--- src/rtl/anu_pkg.sv ---
// Shared definitions for the AnuRV32 decode/execute slice: opcodes,
// ctrl bit positions, ALU micro-ops and store access modes.
package anu_pkg;

    localparam int XLEN = 32;

    localparam logic [6:0] OPC_OP     = 7'b0110011;
    localparam logic [6:0] OPC_OP_IMM = 7'b0010011;
    localparam logic [6:0] OPC_LOAD   = 7'b0000011;
    localparam logic [6:0] OPC_STORE  = 7'b0100011;
    localparam logic [6:0] OPC_BRANCH = 7'b1100011;
    localparam logic [6:0] OPC_JALR   = 7'b1100111;
    localparam logic [6:0] OPC_JAL    = 7'b1101111;
    localparam logic [6:0] OPC_AUIPC  = 7'b0010111;
    localparam logic [6:0] OPC_LUI    = 7'b0110111;

    localparam int CTRL_W       = 16;
    localparam int CTRL_OP      = 0;
    localparam int CTRL_I_FRAME = 1;
    localparam int CTRL_SHIFT   = 2;
    localparam int CTRL_LOAD    = 3;
    localparam int CTRL_STORE   = 4;
    localparam int CTRL_BRANCH  = 5;
    localparam int CTRL_JALR    = 6;
    localparam int CTRL_JAL     = 7;
    localparam int CTRL_AUIPC   = 8;
    localparam int CTRL_LUI     = 9;

    // Encodings line up with RV32I funct3 so decode can cast funct3 directly.
    typedef enum logic [2:0] {
        UOP_ADD  = 3'b000,
        UOP_SLL  = 3'b001,
        UOP_SLT  = 3'b010,
        UOP_SLTU = 3'b011,
        UOP_XOR  = 3'b100,
        UOP_SR   = 3'b101,
        UOP_OR   = 3'b110,
        UOP_AND  = 3'b111
    } alu_uop_e;

    typedef enum logic [1:0] {
        MEM_NONE = 2'b00,
        MEM_BYTE = 2'b01,
        MEM_HALF = 2'b10,
        MEM_WORD = 2'b11
    } mem_mode_e;

endpackage

--- src/rtl/anu_decode_exec_if.sv ---
// Bundle between fetch/register file/data memory and the decode/execute slice.
interface anu_decode_exec_if;
    logic        stall;
    logic [31:0] instr;
    logic [31:0] pc;
    logic [31:0] rs1_data;
    logic [31:0] rs2_data;
    logic [31:0] data_in;
    logic [4:0]  rs1;
    logic [4:0]  rs2;
    logic [31:0] imm;
    logic [15:0] ctrl;
    logic [31:0] alu_out;
    logic        zero;
    logic [1:0]  mem_mode;
    logic [31:0] data_out;
    logic [31:0] next_pc;
    logic [31:0] wb_data;
    logic [4:0]  wb_rd;
    logic        wb_wen;

    modport master (
        output stall, instr, pc, rs1_data, rs2_data, data_in,
        input  rs1, rs2, imm, ctrl, alu_out, zero, mem_mode, data_out,
               next_pc, wb_data, wb_rd, wb_wen
    );

    modport slave (
        input  stall, instr, pc, rs1_data, rs2_data, data_in,
        output rs1, rs2, imm, ctrl, alu_out, zero, mem_mode, data_out,
               next_pc, wb_data, wb_rd, wb_wen
    );
endinterface

--- src/rtl/anu_alu.sv ---
// RV32I integer ALU; f7 turns add into sub and a logical right shift into arithmetic.
module anu_alu
    import anu_pkg::*;
#(
    parameter int XLEN = 32
) (
    input  logic [XLEN-1:0] op1,
    input  logic [XLEN-1:0] op2,
    input  alu_uop_e        uop,
    input  logic            f7,
    output logic [XLEN-1:0] result,
    output logic            zero
);

    logic [4:0] shamt;
    assign shamt = op2[4:0];

    // Shifts stay in separate if branches so >>> keeps its signed context.
    always_comb begin
        result = '0;
        case (uop)
            UOP_ADD:  result = f7 ? (op1 - op2) : (op1 + op2);
            UOP_SLL:  result = op1 << shamt;
            UOP_SLT:  result = {{(XLEN-1){1'b0}}, ($signed(op1) < $signed(op2))};
            UOP_SLTU: result = {{(XLEN-1){1'b0}}, (op1 < op2)};
            UOP_XOR:  result = op1 ^ op2;
            UOP_SR: begin
                if (f7) result = $signed(op1) >>> shamt;
                else    result = op1 >> shamt;
            end
            UOP_OR:   result = op1 | op2;
            UOP_AND:  result = op1 & op2;
            default:  result = '0;
        endcase
    end

    assign zero = (result == '0);

endmodule

--- src/rtl/anu_load_ext.sv ---
// Load extender: picks byte/half/word from memory data and sign- or zero-extends it.
module anu_load_ext (
    input  logic [2:0]  funct3,
    input  logic [31:0] data_in,
    output logic [31:0] data_ext
);

    logic sign;
    assign sign = ~funct3[2];

    always_comb begin
        data_ext = data_in;
        if (!funct3[1]) begin
            if (!funct3[0]) data_ext = {{24{sign & data_in[7]}}, data_in[7:0]};
            else            data_ext = {{16{sign & data_in[15]}}, data_in[15:0]};
        end
    end

endmodule

--- src/rtl/anu_decode_exec.sv ---
// Single-cycle RV32I decode/execute slice with a registered write-back triple.
module anu_decode_exec
    import anu_pkg::*;
#(
    parameter int XLEN = 32
) (
    input logic               clk,
    input logic               rst,
    anu_decode_exec_if.slave  bus
);

    logic [6:0] opcode;
    logic [2:0] funct3;
    logic [4:0] rd;
    logic [XLEN-1:0] instr;

    assign instr  = bus.instr;
    assign opcode = instr[6:0];
    assign funct3 = instr[14:12];
    assign rd     = instr[11:7];

    logic is_op, is_op_imm, is_load, is_store, is_branch;
    logic is_jalr, is_jal, is_auipc, is_lui;
    logic i_frame, shift, valid;

    assign is_op     = (opcode == OPC_OP);
    assign is_op_imm = (opcode == OPC_OP_IMM);
    assign is_load   = (opcode == OPC_LOAD);
    assign is_store  = (opcode == OPC_STORE);
    assign is_branch = (opcode == OPC_BRANCH);
    assign is_jalr   = (opcode == OPC_JALR);
    assign is_jal    = (opcode == OPC_JAL);
    assign is_auipc  = (opcode == OPC_AUIPC);
    assign is_lui    = (opcode == OPC_LUI);

    assign i_frame = is_op_imm | is_load | is_jalr;
    assign shift   = (is_op | is_op_imm) & (funct3[1:0] == 2'b01);
    assign valid   = is_op | is_op_imm | is_load | is_store | is_branch |
                     is_jalr | is_jal | is_auipc | is_lui;

    always_comb begin
        bus.ctrl                = '0;
        bus.ctrl[CTRL_OP]       = is_op;
        bus.ctrl[CTRL_I_FRAME]  = i_frame;
        bus.ctrl[CTRL_SHIFT]    = shift;
        bus.ctrl[CTRL_LOAD]     = is_load;
        bus.ctrl[CTRL_STORE]    = is_store;
        bus.ctrl[CTRL_BRANCH]   = is_branch;
        bus.ctrl[CTRL_JALR]     = is_jalr;
        bus.ctrl[CTRL_JAL]      = is_jal;
        bus.ctrl[CTRL_AUIPC]    = is_auipc;
        bus.ctrl[CTRL_LUI]      = is_lui;
    end

    logic [XLEN-1:0] imm;

    always_comb begin
        imm = '0;
        if (i_frame)
            imm = {{20{instr[31]}}, instr[31:20]};
        else if (is_store)
            imm = {{20{instr[31]}}, instr[31:25], instr[11:7]};
        else if (is_branch)
            imm = {{19{instr[31]}}, instr[31], instr[7], instr[30:25], instr[11:8], 1'b0};
        else if (is_lui | is_auipc)
            imm = {instr[31:12], 12'b0};
        else if (is_jal)
            imm = {{11{instr[31]}}, instr[31], instr[19:12], instr[20], instr[30:21], 1'b0};
    end

    assign bus.imm      = imm;
    assign bus.rs1      = instr[19:15];
    assign bus.rs2      = instr[24:20];
    assign bus.data_out = bus.rs2_data;

    logic [XLEN-1:0] op1, op2, alu_out;
    logic            zero;
    alu_uop_e        uop;
    logic            f7;

    assign op1 = is_auipc ? bus.pc : bus.rs1_data;
    assign op2 = (i_frame | is_store | is_auipc) ? imm : bus.rs2_data;

    // Branches reuse the ALU as a comparator: sub for eq/ne, slt/sltu for ordering.
    always_comb begin
        uop = alu_uop_e'(funct3);
        f7  = instr[30] & (shift | ~i_frame);
        if (is_load | is_store | is_auipc | is_jalr) begin
            uop = UOP_ADD;
            f7  = 1'b0;
        end else if (is_branch) begin
            case (funct3[2:1])
                2'b00: begin uop = UOP_ADD;  f7 = 1'b1; end
                2'b10: begin uop = UOP_SLT;  f7 = 1'b0; end
                2'b11: begin uop = UOP_SLTU; f7 = 1'b0; end
                default: ;
            endcase
        end
    end

    anu_alu #(.XLEN(XLEN)) u_alu (
        .op1    (op1),
        .op2    (op2),
        .uop    (uop),
        .f7     (f7),
        .result (alu_out),
        .zero   (zero)
    );

    assign bus.alu_out = alu_out;
    assign bus.zero    = zero;

    logic            taken;
    logic [XLEN-1:0] pc_plus4, pc_plus_imm;

    assign taken       = is_branch & ((funct3[2] ^ funct3[0]) ? ~zero : zero);
    assign pc_plus4    = bus.pc + 32'd4;
    assign pc_plus_imm = bus.pc + imm;

    always_comb begin
        if (bus.stall)           bus.next_pc = bus.pc;
        else if (is_jalr)        bus.next_pc = alu_out & ~32'd1;
        else if (is_jal | taken) bus.next_pc = pc_plus_imm;
        else                     bus.next_pc = pc_plus4;
    end

    mem_mode_e mem_mode;

    always_comb begin
        mem_mode = MEM_NONE;
        if (is_store) begin
            case (funct3[1:0])
                2'b00:   mem_mode = MEM_BYTE;
                2'b01:   mem_mode = MEM_HALF;
                2'b10:   mem_mode = MEM_WORD;
                default: mem_mode = MEM_NONE;
            endcase
        end
    end

    assign bus.mem_mode = mem_mode;

    logic [XLEN-1:0] load_data;

    anu_load_ext u_load_ext (
        .funct3   (funct3),
        .data_in  (bus.data_in),
        .data_ext (load_data)
    );

    logic [XLEN-1:0] wb_data_next;
    logic            wb_wen_next;

    always_comb begin
        if (is_load)               wb_data_next = load_data;
        else if (is_lui)           wb_data_next = imm;
        else if (is_jal | is_jalr) wb_data_next = pc_plus4;
        else                       wb_data_next = alu_out;
    end

    assign wb_wen_next = valid & ~is_store & ~is_branch & (rd != 5'd0) & ~bus.stall;

    always_ff @(posedge clk or posedge rst) begin
        if (rst) begin
            bus.wb_data <= '0;
            bus.wb_rd   <= '0;
            bus.wb_wen  <= 1'b0;
        end else begin
            bus.wb_data <= wb_data_next;
            bus.wb_rd   <= rd;
            bus.wb_wen  <= wb_wen_next;
        end
    end

endmodule

--- src/flat_wrapper.sv ---
// flat-port wrapper written by rule: the top's interface ports become plain ports
module anu_decode_exec_flat import anu_pkg::*;
#(
    parameter int XLEN = 32
)
  (clk, rst, bus_stall, bus_instr, bus_pc, bus_rs1_data, bus_rs2_data, bus_data_in, bus_rs1, bus_rs2, bus_imm, bus_ctrl, bus_alu_out, bus_zero, bus_mem_mode, bus_data_out, bus_next_pc, bus_wb_data, bus_wb_rd, bus_wb_wen);
  anu_decode_exec_if bus_i ();
  input logic clk;
  input logic rst;
  input wire logic [$bits(bus_i.stall)-1:0] bus_stall;
  input wire logic [$bits(bus_i.instr)-1:0] bus_instr;
  input wire logic [$bits(bus_i.pc)-1:0] bus_pc;
  input wire logic [$bits(bus_i.rs1_data)-1:0] bus_rs1_data;
  input wire logic [$bits(bus_i.rs2_data)-1:0] bus_rs2_data;
  input wire logic [$bits(bus_i.data_in)-1:0] bus_data_in;
  output wire logic [$bits(bus_i.rs1)-1:0] bus_rs1;
  output wire logic [$bits(bus_i.rs2)-1:0] bus_rs2;
  output wire logic [$bits(bus_i.imm)-1:0] bus_imm;
  output wire logic [$bits(bus_i.ctrl)-1:0] bus_ctrl;
  output wire logic [$bits(bus_i.alu_out)-1:0] bus_alu_out;
  output wire logic [$bits(bus_i.zero)-1:0] bus_zero;
  output wire logic [$bits(bus_i.mem_mode)-1:0] bus_mem_mode;
  output wire logic [$bits(bus_i.data_out)-1:0] bus_data_out;
  output wire logic [$bits(bus_i.next_pc)-1:0] bus_next_pc;
  output wire logic [$bits(bus_i.wb_data)-1:0] bus_wb_data;
  output wire logic [$bits(bus_i.wb_rd)-1:0] bus_wb_rd;
  output wire logic [$bits(bus_i.wb_wen)-1:0] bus_wb_wen;
  assign bus_i.stall = bus_stall;
  assign bus_i.instr = bus_instr;
  assign bus_i.pc = bus_pc;
  assign bus_i.rs1_data = bus_rs1_data;
  assign bus_i.rs2_data = bus_rs2_data;
  assign bus_i.data_in = bus_data_in;
  assign bus_rs1 = bus_i.rs1;
  assign bus_rs2 = bus_i.rs2;
  assign bus_imm = bus_i.imm;
  assign bus_ctrl = bus_i.ctrl;
  assign bus_alu_out = bus_i.alu_out;
  assign bus_zero = bus_i.zero;
  assign bus_mem_mode = bus_i.mem_mode;
  assign bus_data_out = bus_i.data_out;
  assign bus_next_pc = bus_i.next_pc;
  assign bus_wb_data = bus_i.wb_data;
  assign bus_wb_rd = bus_i.wb_rd;
  assign bus_wb_wen = bus_i.wb_wen;
  anu_decode_exec #(.XLEN(XLEN)) u_core (.clk(clk), .rst(rst), .bus(bus_i));
endmodule
--- config.mk ---
export PLATFORM = sky130hd
export DESIGN_NAME = anu_decode_exec_flat
export DESIGN_NICKNAME = d
export VERILOG_FILES = /design/src/rtl/anu_pkg.sv /design/src/rtl/anu_decode_exec_if.sv /design/src/rtl/anu_alu.sv /design/src/rtl/anu_load_ext.sv /design/src/rtl/anu_decode_exec.sv /design/src/flat_wrapper.sv
export SDC_FILE = /design/constraint.sdc
export NUM_CORES = 1
export LEC_CHECK = 0
export BUFFER_PORTS_ARGS = -buffer_cell sky130_fd_sc_hd__buf_4
export CAP_MARGIN = 40
export CORE_ASPECT_RATIO = 2
export CORE_MARGIN = 1.5
export CORE_UTILIZATION = 55
export CTS_CLUSTER_SIZE = 10
export DETAILED_ROUTE_END_ITERATION = 6
export PLACE_DENSITY = 0.81
export SYNTH_ARGS = -nofsm -noshare
export SYNTH_HDL_FRONTEND = slang
export SYNTH_SLANG_ARGS = --single-unit
--- constraint.sdc ---
create_clock -name clk -period 22.9 [get_ports clk]
set_input_delay 2.29 -clock clk [delete_from_list [all_inputs] [get_ports clk]]
set_output_delay 2.29 -clock clk [all_outputs]
set_load 0.03 [all_outputs]
==> insert_results.sql <==
INSERT INTO impl_metrics (metric_group, metric, value, unit) VALUES
('status', 'outcome', 'complete, but fails checks', ''),
('status', 'violations', 'DRC', ''),
('flow_run', 'drv.max_cap_violation_count', '0', ''),
('worst_setup_path', 'worstSetupEndpointType', 'output pin', ''),
('place', 'place_area', '17600', 'µm²'),
('yosys', 'number_of_synthesized_flops_with_an_enable_pin', '0', ''),
('clock_tree', 'cts.clk_slew.worst_paths', '0.06', 'ns'),
('floorplan', 'die_area', '28700', 'µm²'),
('grt', 'number_of_global_route_vias_before_repair', '19800', ''),
('timing', 'finalWorstPathRequiredPeriod', '14.38', 'ns'),
('drt', 'first_iter_violations', '3219', ''),
('yosys', 'yosys_warnings', '0', ''),
('clock_tree', 'cts-resized-gates', '0', ''),
('timing', 'final-hold-violation-count', '0', ''),
('place', 'post-dp-hpwl', '65100', 'µm'),
('worst_setup_path', 'critical_path.n_buffers_inverters', '7', ''),
('clock_tree', 'clock_path_buffers', '2', ''),
('timing', 'max_clock_freq', '69.5', 'MHz'),
('cells_and_area', 'finalNetCount', '2726', ''),
('worst_setup_path', 'critPathMaxFanout', '55', ''),
('drt', 'drtPass1Iterations', '7', ''),
('pwr', 'p_leak', '8.44', 'nW'),
('timing', 'share_of_the_clock_period_used_by_the_worst_path_after_layout', '62.8', '%'),
('timing', 'setup_tns', '0', 'ns'),
('clock_tree', 'htree_depth', '2', ''),
('drt', 'num_vias', '20800', ''),
('worst_setup_path', 'critical_path.most_common_cell', 'sky130_fd_sc_hd__buf_4', ''),
('worst_setup_path', 'critical_path.slowest_cell', 'sky130_fd_sc_hd__clkinv_2', ''),
('yosys', 'syn_area_cell', '6.87', 'µm²'),
('drt', 'drc', '80', ''),
('yosys', 'part_of_the_yosys_area_used_for_sequential_elements', '6.27', '%'),
('clock_tree', 'cts_buffers', '5', ''),
('timing', 'setup-violations-final', '0', ''),
('pwr', 'cellInternalPower', '0.298', 'mW'),
('timing', 'max-slew-margin-rel', '28.6', '%'),
('pwr', 'power.combinational.fraction', '78.1', '%'),
('grt', 'gr-total-overflow', '0', ''),
('clock_tree', 'cts-root-buf', 'sky130_fd_sc_hd__clkbuf_16', ''),
('timing', 'grt_setup_unrepaired', 'no', ''),
('grt', 'antenna_found_initial', '4', ''),
('floorplan', 'core', '27000', 'µm²'),
('cells_and_area', 'areaGrowthSynthToFinish', '17.4', '%'),
('worst_setup_path', 'critPathTopFamily', 'compound AO/OA/AOI/OAI gates', ''),
('place', 'numPortBuffers', '351', ''),
('timing', 'final.hold.worst_slack', '2.12', 'ns'),
('yosys', 'syn_area', '15200', 'µm²'),
('clock_tree', 'number_of_sinks_driven_by_the_clock_tree', '38', ''),
('clock_tree', 'ctsHoldBuffers', '0', ''),
('drt', 'detail_route.vias_per_cell', '7.50', ''),
('yosys', 'netlist-cell-type-count', '101', ''),
('pwr', 'power.density_cell_area', '38.8', 'nW/µm²'),
('cells_and_area', 'postLayoutCellArea', '17800', 'µm²'),
('yosys', 'synth-main-ff-cell', 'sky130_fd_sc_hd__dfrtp_1', ''),
('pwr', 'seqPwrFrac', '11.6', '%'),
('worst_setup_path', 'timing_worst_setup_path_type', 'input port to output pin', ''),
('place', 'gpl_congestion', '1.19', ''),
('pwr', 'peakVddDrop', '0.0271', 'mV'),
('worst_setup_path', 'critical_path.max_stage_delay', '0.79', 'ns'),
('clock_tree', 'cts_tree', 'yes', ''),
('drt', 'count_of_antenna_violating_nets_left_after_detailed_routing', '0', ''),
('cells_and_area', 'most_common_cell_after_layout_fill_and_taps_aside', 'sky130_fd_sc_hd__buf_4', ''),
('pwr', 'power.switching', '0.394', 'mW'),
('grt', 'grt_resource_usage_total', '57.7', '%'),
('drt', 'wl_per_cell', '30.5', 'µm'),
('floorplan', 'fp.dieH', '238', 'µm'),
('cells_and_area', 'utilization', '65.9', '%'),
('timing', 'tightest_slew', '1.07', 'ns'),
('clock_tree', 'post-cts-setup-buffers', '0', ''),
('grt', 'global_route_wire_length_before_repair', '124000', 'µm'),
('yosys', 'syn_inst', '2209', ''),
('drt', 'postRouteWirelength', '84900', 'µm');
tightest hold or removal path, cell delays in order:
cell                    delay (ns)
sky130_fd_sc_hd__buf_4        0.11
sky130_fd_sc_hd__inv_1        0.04
sky130_fd_sc_hd__buf_4        0.43
worst max-delay path by stage:
stage | from | endpoint | slack (ns) | depth (start not counted)
2_1_floorplan | bus_instr[5] | bus_next_pc[26] | 10.69 | 30
3_3_place_gp | bus_instr[4] | bus_next_pc[26] | 9.16 | 28
3_5_place_dp | bus_instr[6] | bus_next_pc[11] | 8.98 | 28
4_1_cts | bus_instr[6] | bus_next_pc[11] | 8.97 | 28
5_1_grt | bus_instr[6] | bus_next_pc[29] | 8.29 | 29
6_report | bus_instr[6] | bus_next_pc[11] | 8.52 | 29
layer usage:
metal / global-route usage (%) / up-vias / wire length (µm)
met2: 86.0 / 2049 / 36000
met5: 0.893 / - / 13
met4: 61.3 / 2 / 12000
met3: 25.8 / 850 / 11800
met1: 56.3 / 9377 / 25000
li1: - / 8571 / -
flip-flops by register name, summed over array words and instances, names as in the netlist:
name,count
u_core.bus.wb_data,32
u_core.bus.wb_rd,5
u_core.bus.wb_wen,1
logic make-up (layout without fill, tap and decap cells):
kind of cell	after synthesis	after routing	synth area share, %
buffers and inverters	348	562	10.7
AOI/OAI and AO/OA	788	788	34.9
other	1	9	0.0247
adders and majority gates	136	136	11.4
xor gates and xnor gates	82	82	4.73
and+or+nand+nor	653	653	20.4
muxes	163	163	11.6
DFF	38	38	6.27
through the flow:
step,std cells,worst slack (ns),power [mW]
floorplan,2214,10.69,0.402
global placement,2751,9.16,0.578
global route,2776,8.29,0.711
CTS,2769,8.97,0.655
detailed placement,2761,8.98,0.584
finish,2779,8.52,0.692
cell usage after synthesis (17+ instances only):
master / instances / area share (%)
sky130_fd_sc_hd__nor2_1: 188 / 4.7
sky130_fd_sc_hd__nand3_1: 66 / 2.2
sky130_fd_sc_hd__buf_4: 66 / 3.3
sky130_fd_sc_hd__o22ai_1: 53 / 2.2
sky130_fd_sc_hd__xnor2_1: 64 / 3.7
sky130_fd_sc_hd__a21oi_1: 231 / 7.6
sky130_fd_sc_hd__o221ai_1: 19 / 1.1
sky130_fd_sc_hd__dfrtp_1: 38 / 6.3
sky130_fd_sc_hd__clkbuf_1: 94 / 2.3
sky130_fd_sc_hd__nor3_1: 48 / 1.6
sky130_fd_sc_hd__ha_1: 133 / 11
sky130_fd_sc_hd__mux2i_2: 17 / 1.5
sky130_fd_sc_hd__nand2_1: 199 / 4.9
sky130_fd_sc_hd__a21o_1: 27 / 1.3
sky130_fd_sc_hd__a22oi_1: 27 / 1.3
sky130_fd_sc_hd__a211oi_1: 59 / 2.9
sky130_fd_sc_hd__o31ai_1: 18 / 0.89
sky130_fd_sc_hd__mux2_2: 17 / 1.3
sky130_fd_sc_hd__xor2_1: 18 / 1.0
sky130_fd_sc_hd__o21a_1: 20 / 0.99
sky130_fd_sc_hd__o21ai_0: 106 / 3.5
sky130_fd_sc_hd__a221oi_1: 20 / 1.2
sky130_fd_sc_hd__inv_1: 132 / 3.3
sky130_fd_sc_hd__o211ai_1: 31 / 1.5
sky130_fd_sc_hd__mux2i_1: 126 / 8.3
sky130_fd_sc_hd__a31oi_1: 22 / 0.91
sky130_fd_sc_hd__and3_1: 34 / 1.4
sky130_fd_sc_hd__buf_2: 32 / 1.1
power groups by stage:
stage	clock network [mW]	logic (mW)	registers (mW)
2_1_floorplan	0	0.300	0.102
3_3_place_gp	0	0.497	0.0810
3_5_place_dp	0	0.502	0.0812
4_1_cts	0.0698	0.505	0.0800
5_1_grt	0.0743	0.556	0.0805
6_report	0.0713	0.540	0.0799
layout make-up:
cell class / count / area, µm²
antenna: 3 / 7.51
timing repair buffer: 411 / 3080
fill: 2529 / 9200
clock inverter: 2 / 13.8
tap: 348 / 435
clock buffer: 6 / 129
inverter: 143 / 538
sequential: 38 / 951
multi-input combinational: 1828 / 12700
Note: power is estimated with default switching activity, not from simulation.
